## src/rtl/neuron_select_sequencer.sv

```systemverilog
// One-hot neuron select driver with direct index load and masked auto-scan.
// The scan holds each selected neuron for dwell+1 cycles and strobes the readout in the last of them.
module neuron_select_sequencer #(
  parameter int N_NEURONS = 8,
  parameter int ID_W      = $clog2(N_NEURONS),
  parameter int DWELL_W   = 8
) (
  input  logic                 clk,
  input  logic                 rst,
  input  logic                 mode,
  input  logic [ID_W-1:0]      id_in,
  input  logic                 id_valid,
  input  logic                 start,
  input  logic                 abort,
  input  logic [DWELL_W-1:0]   dwell,
  input  logic [N_NEURONS-1:0] mask,
  output logic [N_NEURONS-1:0] neuron_select,
  output logic [ID_W-1:0]      cur_id,
  output logic                 busy,
  output logic                 sample_stb,
  output logic                 done
);

  typedef enum logic {IDLE, SCAN} state_e;

  localparam logic [ID_W:0] N_EXT = (ID_W+1)'(N_NEURONS);

  state_e               state_q;
  logic [N_NEURONS-1:0] sel_q;
  logic [N_NEURONS-1:0] mask_q;
  logic [ID_W-1:0]      cur_q;
  logic [DWELL_W-1:0]   cnt_q;
  logic [DWELL_W-1:0]   dwell_q;
  logic                 busy_q;
  logic                 done_q;

  logic [ID_W:0]        first_hit;
  logic [ID_W:0]        next_hit;
  logic                 id_ok;

  function automatic logic [N_NEURONS-1:0] onehot(input logic [ID_W-1:0] id);
    onehot = {{(N_NEURONS-1){1'b0}}, 1'b1} << id;
  endfunction

  // Lowest set bit of m at or above index lo; MSB of the result flags a hit.
  function automatic logic [ID_W:0] find_set(input logic [N_NEURONS-1:0] m,
                                             input logic [ID_W:0]      lo);
    logic [ID_W:0] r;
    r = '0;
    for (int k = N_NEURONS - 1; k >= 0; k--) begin
      if (m[k] && (k >= int'(lo))) r = {1'b1, ID_W'(k)};
    end
    return r;
  endfunction

  assign first_hit = find_set(mask, '0);
  assign next_hit  = find_set(mask_q, {1'b0, cur_q} + (ID_W+1)'(1));
  assign id_ok     = ({1'b0, id_in} < N_EXT);

  always_ff @(posedge clk or posedge rst) begin
    if (rst) begin
      state_q <= IDLE;
      sel_q   <= {{(N_NEURONS-1){1'b0}}, 1'b1};
      cur_q   <= '0;
      cnt_q   <= '0;
      dwell_q <= '0;
      mask_q  <= '0;
      busy_q  <= 1'b0;
      done_q  <= 1'b0;
    end else begin
      done_q <= 1'b0;
      case (state_q)
        IDLE: begin
          if (mode && start) begin
            mask_q  <= mask;
            dwell_q <= dwell;
            if (!first_hit[ID_W]) begin
              done_q <= 1'b1;
            end else begin
              state_q <= SCAN;
              busy_q  <= 1'b1;
              cur_q   <= first_hit[ID_W-1:0];
              sel_q   <= onehot(first_hit[ID_W-1:0]);
              cnt_q   <= dwell;
            end
          end else if (!mode && id_valid) begin
            cur_q <= id_ok ? id_in : '0;
            sel_q <= onehot(id_ok ? id_in : '0);
          end
        end
        SCAN: begin
          // Abort beats both the dwell countdown and the advance to the next neuron.
          if (abort) begin
            state_q <= IDLE;
            busy_q  <= 1'b0;
          end else if (cnt_q != '0) begin
            cnt_q <= cnt_q - DWELL_W'(1);
          end else if (next_hit[ID_W]) begin
            cur_q <= next_hit[ID_W-1:0];
            sel_q <= onehot(next_hit[ID_W-1:0]);
            cnt_q <= dwell_q;
          end else begin
            state_q <= IDLE;
            busy_q  <= 1'b0;
            done_q  <= 1'b1;
          end
        end
        default: state_q <= IDLE;
      endcase
    end
  end

  assign neuron_select = sel_q;
  assign cur_id        = cur_q;
  assign busy          = busy_q;
  assign done          = done_q;
  assign sample_stb    = (state_q == SCAN) && (cnt_q == '0);

endmodule

```

## config.mk

```make
export PLATFORM = sky130hd
export DESIGN_NAME = neuron_select_sequencer
export DESIGN_NICKNAME = d
export VERILOG_FILES = /design/src/rtl/neuron_select_sequencer.sv
export SDC_FILE = /design/constraint.sdc
export NUM_CORES = 1
export LEC_CHECK = 0
export BUFFER_PORTS_ARGS = -buffer_cell sky130_fd_sc_hd__buf_2
export CORE_ASPECT_RATIO = 0.8
export CORE_MARGIN = 2
export CORE_UTILIZATION = 40
export CTS_CLUSTER_SIZE = 40
export DETAILED_ROUTE_END_ITERATION = 12
export PLACE_DENSITY = 0.68
export SLEW_MARGIN = 20
export SYNTH_ARGS = -nofsm -noshare
export SYNTH_HDL_FRONTEND = slang
export SYNTH_SLANG_ARGS = --single-unit
```

## constraint.sdc

```tcl
create_clock -name clk -period 4.23 [get_ports clk]
set_clock_uncertainty 0.05 [all_clocks]
set_input_delay 0.423 -clock clk [delete_from_list [all_inputs] [get_ports clk]]
set_output_delay 0.423 -clock clk [all_outputs]
set_load 0.01 [all_outputs]
```

; ---- Yosys cells after proc, flatten, opt, wreduce, memory -nomap -nowiden
; Index checks and enable logic that the tools add are counted.
[op_classes]
addsub = 2
order_cmp = 8
n_eq_ne = 10
muxes = 54
reduce_logical = 18
bitwise = 1
shift = 3
[op_table]
columns = cell, count
row1 = $mux W8, 11
row2 = $mux W4, 16
row3 = $pmux W8 S2, 2
row4 = $shl A1 B3 Y8 const A, 3
row5 = $mux W3, 6
row6 = $ge A3 B4 Y1 const A, 4
row7 = $mux W1, 15
row8 = $ne A3 B3 Y1 const B, 4
row9 = $logic_and A1 B1 Y1, 11
row10 = $ge A1 B4 Y1 const A, 2
row11 = $ge A2 B4 Y1 const A, 2
row12 = $logic_not A8 Y1, 1
row13 = $ne A2 B2 Y1 const B, 4
row14 = $reduce_and A4 Y1, 2
row15 = $reduce_bool A8 Y1, 1
row16 = $sub A8 B1 Y8 const B, 1
row17 = $pmux W1 S2, 3
row18 = $pmux W3 S2, 1
row19 = $reduce_and A5 Y1, 1
row20 = $add A3 B1 Y4 const B, 1
row21 = $ne A3 B1 Y1 const B, 1
row22 = $ne A2 B1 Y1 const B, 1
row23 = $reduce_and A2 Y1, 1
row24 = $logic_not A1 Y1, 1
row25 = $not A1 Y1, 1
[totals]
elab_cells = 104
inputBits = 25
regBits = 38
output_inout_bits = 14

; ---- Depth between registers and ports, before layout
; Gate-level depths: netlist of run 1.
[depth]
depth_word = 16
depth_mapped = 9
depth_no_buf = 8

; ---- Worst setup path after synthesis of run 1
; Ideal clock, no wire load.
[synth_timing]
path_kind = register to register
from = register cur_q[0], in the netlist cur_id[0]
to = register sel_q[2], in the netlist neuron_select[2]
arrival_ns = 2.351
path_slack_ns = 1.707
required_time_ns = 4.058
period_less_slack_ns = 2.523
path_stages_with_launch = 8
setup_time_ns = 0.122
n_path_buf = 0
cell_sequence = dfrtp_1 ha_1 xnor2_1 o211a_1 or4b_4 o22ai_2 nor2_1 a32o_1
[synth_between]
elab_chain_len = 16
word_cells_on_any_way = 32
cone_classes = add/sub: 1 / order compare: 8 / eq/ne: 1 / shift: 1 / mux: 12 / reduce/logical: 9
[synth_lines]
columns = item, line_no
row1 = "start, declared", 31  ; logic [ID_W-1:0] cur_q;
row2 = "start signal, assigned", 82  ; cur_q <= first_hit[ID_W-1:0];
row3 = "start signal, assigned", 87  ; cur_q <= id_ok ? id_in : '0;
row4 = "start signal, assigned", 99  ; cur_q <= next_hit[ID_W-1:0];
row5 = $add A3 B1 Y4 *, 57  ; assign next_hit = find_set(mask_q, {1'b0, cur_q} + (ID_W+1)'(1));
row6 = $ge A3 B4 Y1, 51  ; if (m[k] && (k >= int'(lo))) r = {1'b1, ID_W'(k)};
row7 = $logic_and A1 B1 Y1, 51
row8 = $mux W4 (7 in a row), 51
row9 = $mux W4 *, 51
row10 = $shl A1 B3 Y8, 42  ; onehot = {{(N_NEURONS-1){1'b0}}, 1'b1} << id;
row11 = $mux W8, 98  ; end else if (next_hit[ID_W]) begin
row12 = $mux W8, 96  ; end else if (cnt_q != '0) begin
row13 = $mux W8, 93  ; if (abort) begin
row14 = $pmux W8 S2, 72  ; case (state_q)
row15 = "end signal, assigned", 83  ; sel_q <= onehot(first_hit[ID_W-1:0]);
row16 = "end signal, assigned", 88  ; sel_q <= onehot(id_ok ? id_in : '0);
row17 = "end signal, assigned", 100  ; sel_q <= onehot(next_hit[ID_W-1:0]);
row18 = "end, declared", 29  ; logic [N_NEURONS-1:0] sel_q;
; Mark *: on every way between the ends. The rest lies on a longest branch, timed or not. The select of a mux whose other input is x is not followed.
; A chain may end at the register's enable or synchronous reset.

; ---- Worst setup path after layout of run 1
; Same ends and word-level chain as after synthesis.

==> results of run 1 <==
power by group through the flow:
stage	combinational [mW]	clock [mW]	sequential, mW
final	0.544	0.305	0.585
after global routing	0.610	0.333	0.604
after CTS	0.545	0.311	0.584
after detailed placement	0.542	0	0.591
after global placement	0.545	0	0.588
after floorplan	0.410	0	0.574
logic make-up (layout without fill, tap and decap cells):
kind of cell,after synthesis,after routing,synth area share
compound gates,75,75,0.246
mux,15,15,0.0769
flops,38,38,0.440
simple gates,71,71,0.168
buf+inv,21,62,0.0434
xor+xnor,2,2,0.00809
fa+ha+maj,3,3,0.0173
cell type report:
class	instances	share of cell area
Timing Repair Buffer	41	0.0845
Inverter	13	0.0194
Clock buffer	5	0.0273
Multi-Input combinational cell	166	0.444
Clock inverter	3	0.0159
Sequential cell	38	0.378
Tap cell	62	0.0308
placed cells by master (no fill, tap or decap), types with 13 or more instances in the layout:
cell,count
inv_1,13
dfrtp_1,37
nand2_1,24
buf_2,38
a21oi_1,13
o21ai_0,17
mux2_2,13
nor2_1,13
registers in the layout, summed over array words and instances (netlist names):
register and count:
busy 1, cnt_q 8, cur_id 3, done 1, dwell_q 8, mask_q 8, neuron_select 8, state_q 1
stage by stage:
step / std cells / utilization
final: 328 / 0.492
after global routing: 328 / 0.492
after CTS: 328 / 0.492
after detailed placement: 320 / 0.470
after global placement: 320 / 0.470
after floorplan: 225 / -
per-layer routing:
layer  part of all wire  routed length [um]  global-route usage  vias to the layer above
met2               0.41                2070               0.225                       43
met1               0.53                2670               0.291                      827
met4             0.0052                  26              0.0365                        0
met3              0.049                 247              0.0500                        2
met5                  0                   0                   0                        -
li1                   -                   -                   -                      920
path summary, 6_finish.rpt:
path                                        from               end  slack, ns  depth (start not counted)
worst min register to register  neuron_select[4]  neuron_select[4]       0.43                          2
max in group asynchronous                    rst  neuron_select[0]       3.59                          3
min in group clk                        dwell[1]        dwell_q[1]       0.33                          2
worst min-delay path                         rst  neuron_select[4]       0.19                          3
worst max register to register         cur_id[0]  neuron_select[2]       1.28                          7
worst max-delay path                   cur_id[0]  neuron_select[2]       1.28                          7
critical path, cell delays in order, from the launching register on:
cell and delay (ns):
dfrtp_1 0.46, ha_1 0.31, xnor2_1 0.19, o211a_1 0.25, or4b_4 0.57, o22ai_2 0.56
nor2_1 0.15, a32o_1 0.29
==> flow_summary.toml, run 1 <==
[logic_synthesis]
synth_ff_type = "dfrtp_1"
yosys.area.top_type = "dfrtp_1"
yosys_warnings = 0
synthTopCellsByArea = "dfrtp_1, mux2_2, nand2_1, o21ai_0, a21oi_1"
synthTopCellsByCount = "dfrtp_1, nand2_1, o21ai_0"
synth_area_um2 = 2160
synth_top_area_frac = 0.428
yosysUniqueCellTypes = 50
avgSynthCellArea_um2 = 9.62
syn_nets = 253
synth-edff-count = 0
async_reset_ff_frac = 1.00
synth_most_common_cell = "dfrtp_1"
synth_seq_cells = 38
synth_cells = 225
synth_seq_area_share = 0.440

[clock_tree]
clk_pin_slew_ns = 0.08
cts_tree = "yes"
cts.repair.resized = 0
ctsHoldBuffers = 0
cts_buffers = 5
cts_setup_buffers = 0
cts_sinks = 38
cts_max_level = 2
clockBufferDepth = 2
clockRootBuffer = "clkbuf_8"
clock_latency_ns = 0.29

[critical_path]
critPathMaxFanout = 19
required_ns = 4.36
critPathKind = "reg -> reg"
cp-start-kind = "register"
cp.arrival_ns = 3.08
end_kind = "register"

[final_layout]
diodes = 0
seq_area_um2 = 952
finalInstanceArea_um2 = 2520
n_fill_cell = 503
multiInputGateArea_um2 = 1120
drive_gt1_frac = 0.271
syn_to_final_growth_pct = 16.4
finalNetCount = 293

[route]
wl_per_cell_um = 15.3
dr.pass1.iters = 5
drt_iter0_drc = 158
drc = 0
drtAntennaViolNets = 0
via_count = 1792
drt-vias-per-instance = 5.46
wl_mm = 5.01

[sta]
tns_ns = 0
setup_violations = 0
timing.final.ws_setup_ns = 1.28
min_period_ns = 2.95
fmax_ghz = 0.339
finalHoldViolCount = 0
worstMarginPinSlew_ns = 0.818
min_period_over_period = 0.696
rsz0062_at_grt = "no"
slew_headroom = 0.447
drv_slew = 0
whs_ns = 0.189

[die]
die_y_um = 69.8
core_area_um2 = 5120
initial_core_util = 0.423
num_io_pins = 39
chipWidth_um = 86.2
die_area_um2 = 6020
fp-row-count = 23

[global_route]
antenna_found_initial = 0
grt_start_max_net_pins = 39
grt_pass1_vias = 1585
grt.total_usage = 0.177
grt-ovfl-total = 0
grt_pass1_wl_mm = 8.30

[power_and_ir_drop]
clock_power_share = 0.212
ir_drop_uv = 210
p_comb_frac = 0.379
power_switching_share = 0.377
seqPwrFrac = 0.408
p_switching_mw = 0.540
p_per_area_nw_per_um2 = 569
leakage_nw = 1.15
p_total_mw = 1.43
p_int_mw = 0.893

[run]
max_cap_viol_count = 0

[place]
gp_congestion = 0.834
place_area_um2 = 2410
pre_cts_ws_ns = 1.31
port_buffers = 38
dp_hpwl_mm = 3.71

[outcome]
run_status = "finished, final reports clean"

[min_path]
hp-class = "in -> async"
No activity file was read; power rests on OpenSTA's default activity.
==> run 2: changes to the inputs <==
==> constraint.sdc (replaced) <==
create_clock -name clk -period 2.8 [get_ports clk]
set_clock_uncertainty 0.05 [all_clocks]
set_input_delay 0.28 -clock clk [delete_from_list [all_inputs] [get_ports clk]]
set_output_delay 0.28 -clock clk [all_outputs]
set_load 0.01 [all_outputs]
==> flow_summary.toml, run 2 (synthesized netlist as in run 1, its figures left out) <==
[outcome]
run_status = "finished, final reports clean"

[final_layout]
final_cells = 331
diodes = 0
drive_gt1_frac = 0.283
syn_to_final_growth_pct = 17.0
finalNetCount = 298
layout_commonest_cell = "buf_2"
final_cell_mix = "buf_2, dfrtp_1, nand2_1, o21ai_0"

[sta]
setup_violations = 0
slew_headroom = 0.615
tns_ns = 0
finalHoldViolCount = 0
drv_slew = 0
worstMarginPinSlew_ns = 0.577
min_period_over_period = 0.925
fmax_ghz = 0.386
rsz0062_at_grt = "no"
min_period_ns = 2.59

[route]
via_count = 1873
drtAntennaViolNets = 0
wl_mm = 5.16
drc = 0
drt_iter0_drc = 137
dr.pass1.iters = 4
wl_per_cell_um = 15.6
drt-vias-per-instance = 5.66

[power_and_ir_drop]
ir_drop_uv = 283
leakage_nw = 1.16
p_per_area_nw_per_um2 = 827

[clock_tree]
cts_sinks = 38
clk_pin_slew_ns = 0.07
clock_latency_ns = 0.28
cts_max_level = 2
cts_setup_buffers = 0
cts_buffers = 5
clockBufferDepth = 2
cts.repair.resized = 0
cts_tree = "yes"
ctsHoldBuffers = 0
clockRootBuffer = "clkbuf_8"

[die]
chipWidth_um = 86.2
fp-row-count = 23
die_y_um = 69.8
num_io_pins = 39
die_area_um2 = 6020
core_area_um2 = 5120
initial_core_util = 0.423

[global_route]
grt_pass1_wl_mm = 8.34
grt_pass1_vias = 1699
antenna_found_initial = 0
grt-ovfl-total = 0
grt_start_max_net_pins = 39
grt.total_usage = 0.176

[critical_path]
required_ns = 2.97
reg2reg_from = "cur_id[1]"
critPathKind = "reg -> reg"
critPathMaxFanout = 10
startpoint = "cur_id[1]"
cp-endpoint = "cnt_q[5]"
r2r_slack_ns = 0.21
r2r-end = "cnt_q[5]"
end_kind = "register"
reg2reg_depth = 7
cp.arrival_ns = 2.76
cp-start-kind = "register"

[place]
port_buffers = 38
dp_hpwl_mm = 3.89
placed_cells = 325
gp_congestion = 0.850

[min_path]
hp-class = "in -> async"

[run]
max_cap_viol_count = 0
run 2: changes by cell type in the layout (fill, tap and decap cells not counted), sizes merged:
cell | before | now
clkinv | 2 | 0
bufinv | 1 | 0
buf | 41 | 46
clkbuf | 5 | 6
run 2: final cells by class:
type / count / area [um2]
fill: 491 / 2590
multi-input combinational: 166 / 1120
sequential: 38 / 952
timing repair buffer: 46 / 250
clock buffer: 6 / 82.6
tap: 62 / 77.6
inverter: 13 / 48.8
run 2: report_power, final:
group / internal [mW] / switching [mW] / leakage [nW]
clock network: 0.190 / 0.177 / 0.0431
registers: 0.712 / 0.173 / 0.463
logic: 0.387 / 0.456 / 0.653
run 2: worst min-delay path by stage:
stage                            end     from  cells after the start
floorplan                  mask_q[6]  mask[6]                      1
global placement    neuron_select[4]      rst                      3
detailed placement              done      rst                      3
CTS                             done      rst                      3
global route                    done      rst                      3
finish                          done      rst                      3
run 2: metal layers:
| metal | track usage | vias to the layer above | wire length (um) |
|---|---|---|---|
| li1 | - | 932 | - |
| met2 | 0.247 | 61 | 2210 |
| met1 | 0.276 | 878 | 2660 |
| met4 | 0.0417 | 0 | 26 |
| met5 | 0 | - | 0 |
| met3 | 0.0357 | 2 | 263 |
run 2: metrics by stage:
step                      setup WS [ns]  power (mW)  hold WS (ns)   util  instance area [um2]
after floorplan                   0.277        1.49         0.381      -                 2160
after global placement            0.243        1.72         0.372  0.478                 2450
after detailed placement          0.195        1.73         0.374  0.478                 2450
after CTS                         0.183        2.10        0.0737  0.494                 2530
after global routing             0.0215        2.24         0.123  0.494                 2530
final                             0.209        2.09        0.0553  0.494                 2530
run 2: worst max-delay path, cell delays in order (launching register included):
cell and delay [ns]:
dfrtp_1 0.49, ha_2 0.29, xnor2_1 0.11, o211a_1 0.25, or4b_4 0.57, o311a_4 0.36
o21ai_0 0.24, a22o_1 0.18
==> run 3: changes to the inputs <==
==> constraint.sdc (replaced) <==
create_clock -name clk -period 3.07 [get_ports clk]
set_clock_uncertainty 0.05 [all_clocks]
set_input_delay 0.307 -clock clk [delete_from_list [all_inputs] [get_ports clk]]
set_output_delay 0.307 -clock clk [all_outputs]
set_load 0.01 [all_outputs]
==> flow_summary.toml, run 3 (synthesized netlist as in run 1, its figures left out) <==
[sta]
fmax_ghz = 0.371
rsz0062_at_grt = "no"
worstMarginPinSlew_ns = 0.740
min_period_over_period = 0.877
drv_slew = 0
setup_violations = 0
finalHoldViolCount = 0
tns_ns = 0
min_period_ns = 2.69
slew_headroom = 0.502

[clock_tree]
cts_setup_buffers = 0
ctsHoldBuffers = 0
cts_buffers = 5
clock_latency_ns = 0.30
cts_tree = "yes"
clockBufferDepth = 2
cts_sinks = 38
cts.repair.resized = 0
clk_pin_slew_ns = 0.08
clockRootBuffer = "clkbuf_8"
cts_max_level = 2

[critical_path]
cp-start-kind = "register"
cp_slowest_stage_delay_ns = 0.54
path_delay_family = "simple AND/OR/NAND/NOR gates"
cp.arrival_ns = 2.83
crit_slowest_cell = "or4b_4"
critPathBufInv = 0
critPathKind = "reg -> reg"
required_ns = 3.20
end_kind = "register"
critPathMaxFanout = 9
worstPathCellList = "ha_1 > xnor2_1 > o211ai_1 > or4b_4 > nor3_2 > o21ai_2 > mux2_2"

[route]
wl_mm = 5.20
drtAntennaViolNets = 0
drt_iter0_drc = 192
via_count = 1886
drt-vias-per-instance = 5.70
drc = 0
dr.pass1.iters = 4
wl_per_cell_um = 15.7

[power_and_ir_drop]
power_switching_share = 0.379
p_per_area_nw_per_um2 = 783
p_int_mw = 1.24
clock_power_share = 0.211
leakage_nw = 1.17
ir_drop_uv = 366
seqPwrFrac = 0.406
p_comb_frac = 0.384
p_switching_mw = 0.754

[global_route]
grt.total_usage = 0.181
grt_pass1_wl_mm = 8.58
grt-ovfl-total = 0
grt_pass1_vias = 1768
antenna_found_initial = 0
grt_start_max_net_pins = 39

[final_layout]
diodes = 0
syn_to_final_growth_pct = 17.4
utilization = 0.496
multiInputGateArea_um2 = 1120
layout_commonest_cell = "buf_2"
final_cells = 331
n_fill_cell = 496
drive_gt1_frac = 0.279
seq_area_um2 = 952
final_cell_mix = "buf_2, dfrtp_1, nand2_1, o21ai_0"
finalNetCount = 296

[run]
max_cap_viol_count = 0

[place]
port_buffers = 38
placed_cells = 323
dp_hpwl_mm = 3.86
gp_congestion = 0.896

[die]
die_y_um = 69.8
chipWidth_um = 86.2
core_area_um2 = 5120
num_io_pins = 39
die_area_um2 = 6020
fp-row-count = 23
initial_core_util = 0.423

[min_path]
hp-class = "in -> async"

[outcome]
run_status = "finished, final reports clean"
run 3: cell type report:
class / count / area share
Clock inverter: 3 / 0.0158
Sequential cell: 38 / 0.375
Tap cell: 62 / 0.0305
Inverter: 13 / 0.0192
Timing Repair Buffer: 44 / 0.0926
Clock buffer: 5 / 0.0271
Multi-Input combinational cell: 166 / 0.440
run 3: metrics by stage:
stage | hold WS (ns) | cell area (um2) | power, mW | setup WS, ns
after detailed placement | 0.400 | 2430 | 1.58 | 0.399
after floorplan | 0.400 | 2160 | 1.36 | 0.547
after CTS | 0.0753 | 2540 | 2.00 | 0.396
after global placement | 0.399 | 2430 | 1.56 | 0.499
after global routing | 0.114 | 2540 | 2.13 | 0.259
final | 0.0649 | 2540 | 1.99 | 0.377
run 3: worst paths after layout:
| path | slack [ns] | start | depth (start not counted) | to |
|---|---|---|---|---|
| setup / recovery | 0.38 | cur_id[0] | 7 | cnt_q[4] |
| hold / removal | 0.06 | rst | 3 | neuron_select[4] |
| setup reg to reg | 0.38 | cur_id[0] | 7 | cnt_q[4] |
| hold reg to reg | 0.42 | neuron_select[5] | 2 | neuron_select[5] |
| max in group asynchronous | 2.55 | rst | 3 | neuron_select[0] |
| min in group clk | 0.20 | dwell[5] | 2 | dwell_q[5] |
run 3: worst register-to-register path, stage by stage, from the launching register on:
cell and delay [ns]:
dfrtp_1 0.46, ha_1 0.31, xnor2_1 0.18, o211ai_1 0.28, or4b_4 0.54, nor3_2 0.24, o21ai_2 0.21, mux2_2 0.33
run 3: power groups by stage:
stage / clock, mW / combinational, mW / sequential, mW
after global placement: 0 / 0.752 / 0.807
after CTS: 0.430 / 0.764 / 0.804
after floorplan: 0 / 0.564 / 0.791
after detailed placement: 0 / 0.763 / 0.812
after global routing: 0.449 / 0.853 / 0.832
final: 0.419 / 0.764 / 0.808
run 3: metal layers:
metal / track usage / part of all wire / vias to the layer above
li1: - / - / 924
met1: 0.270 / 0.50 / 903
met2: 0.256 / 0.42 / 51
met3: 0.0452 / 0.058 / 8
met4: 0.0521 / 0.013 / 0
met5: 0 / 0 / -
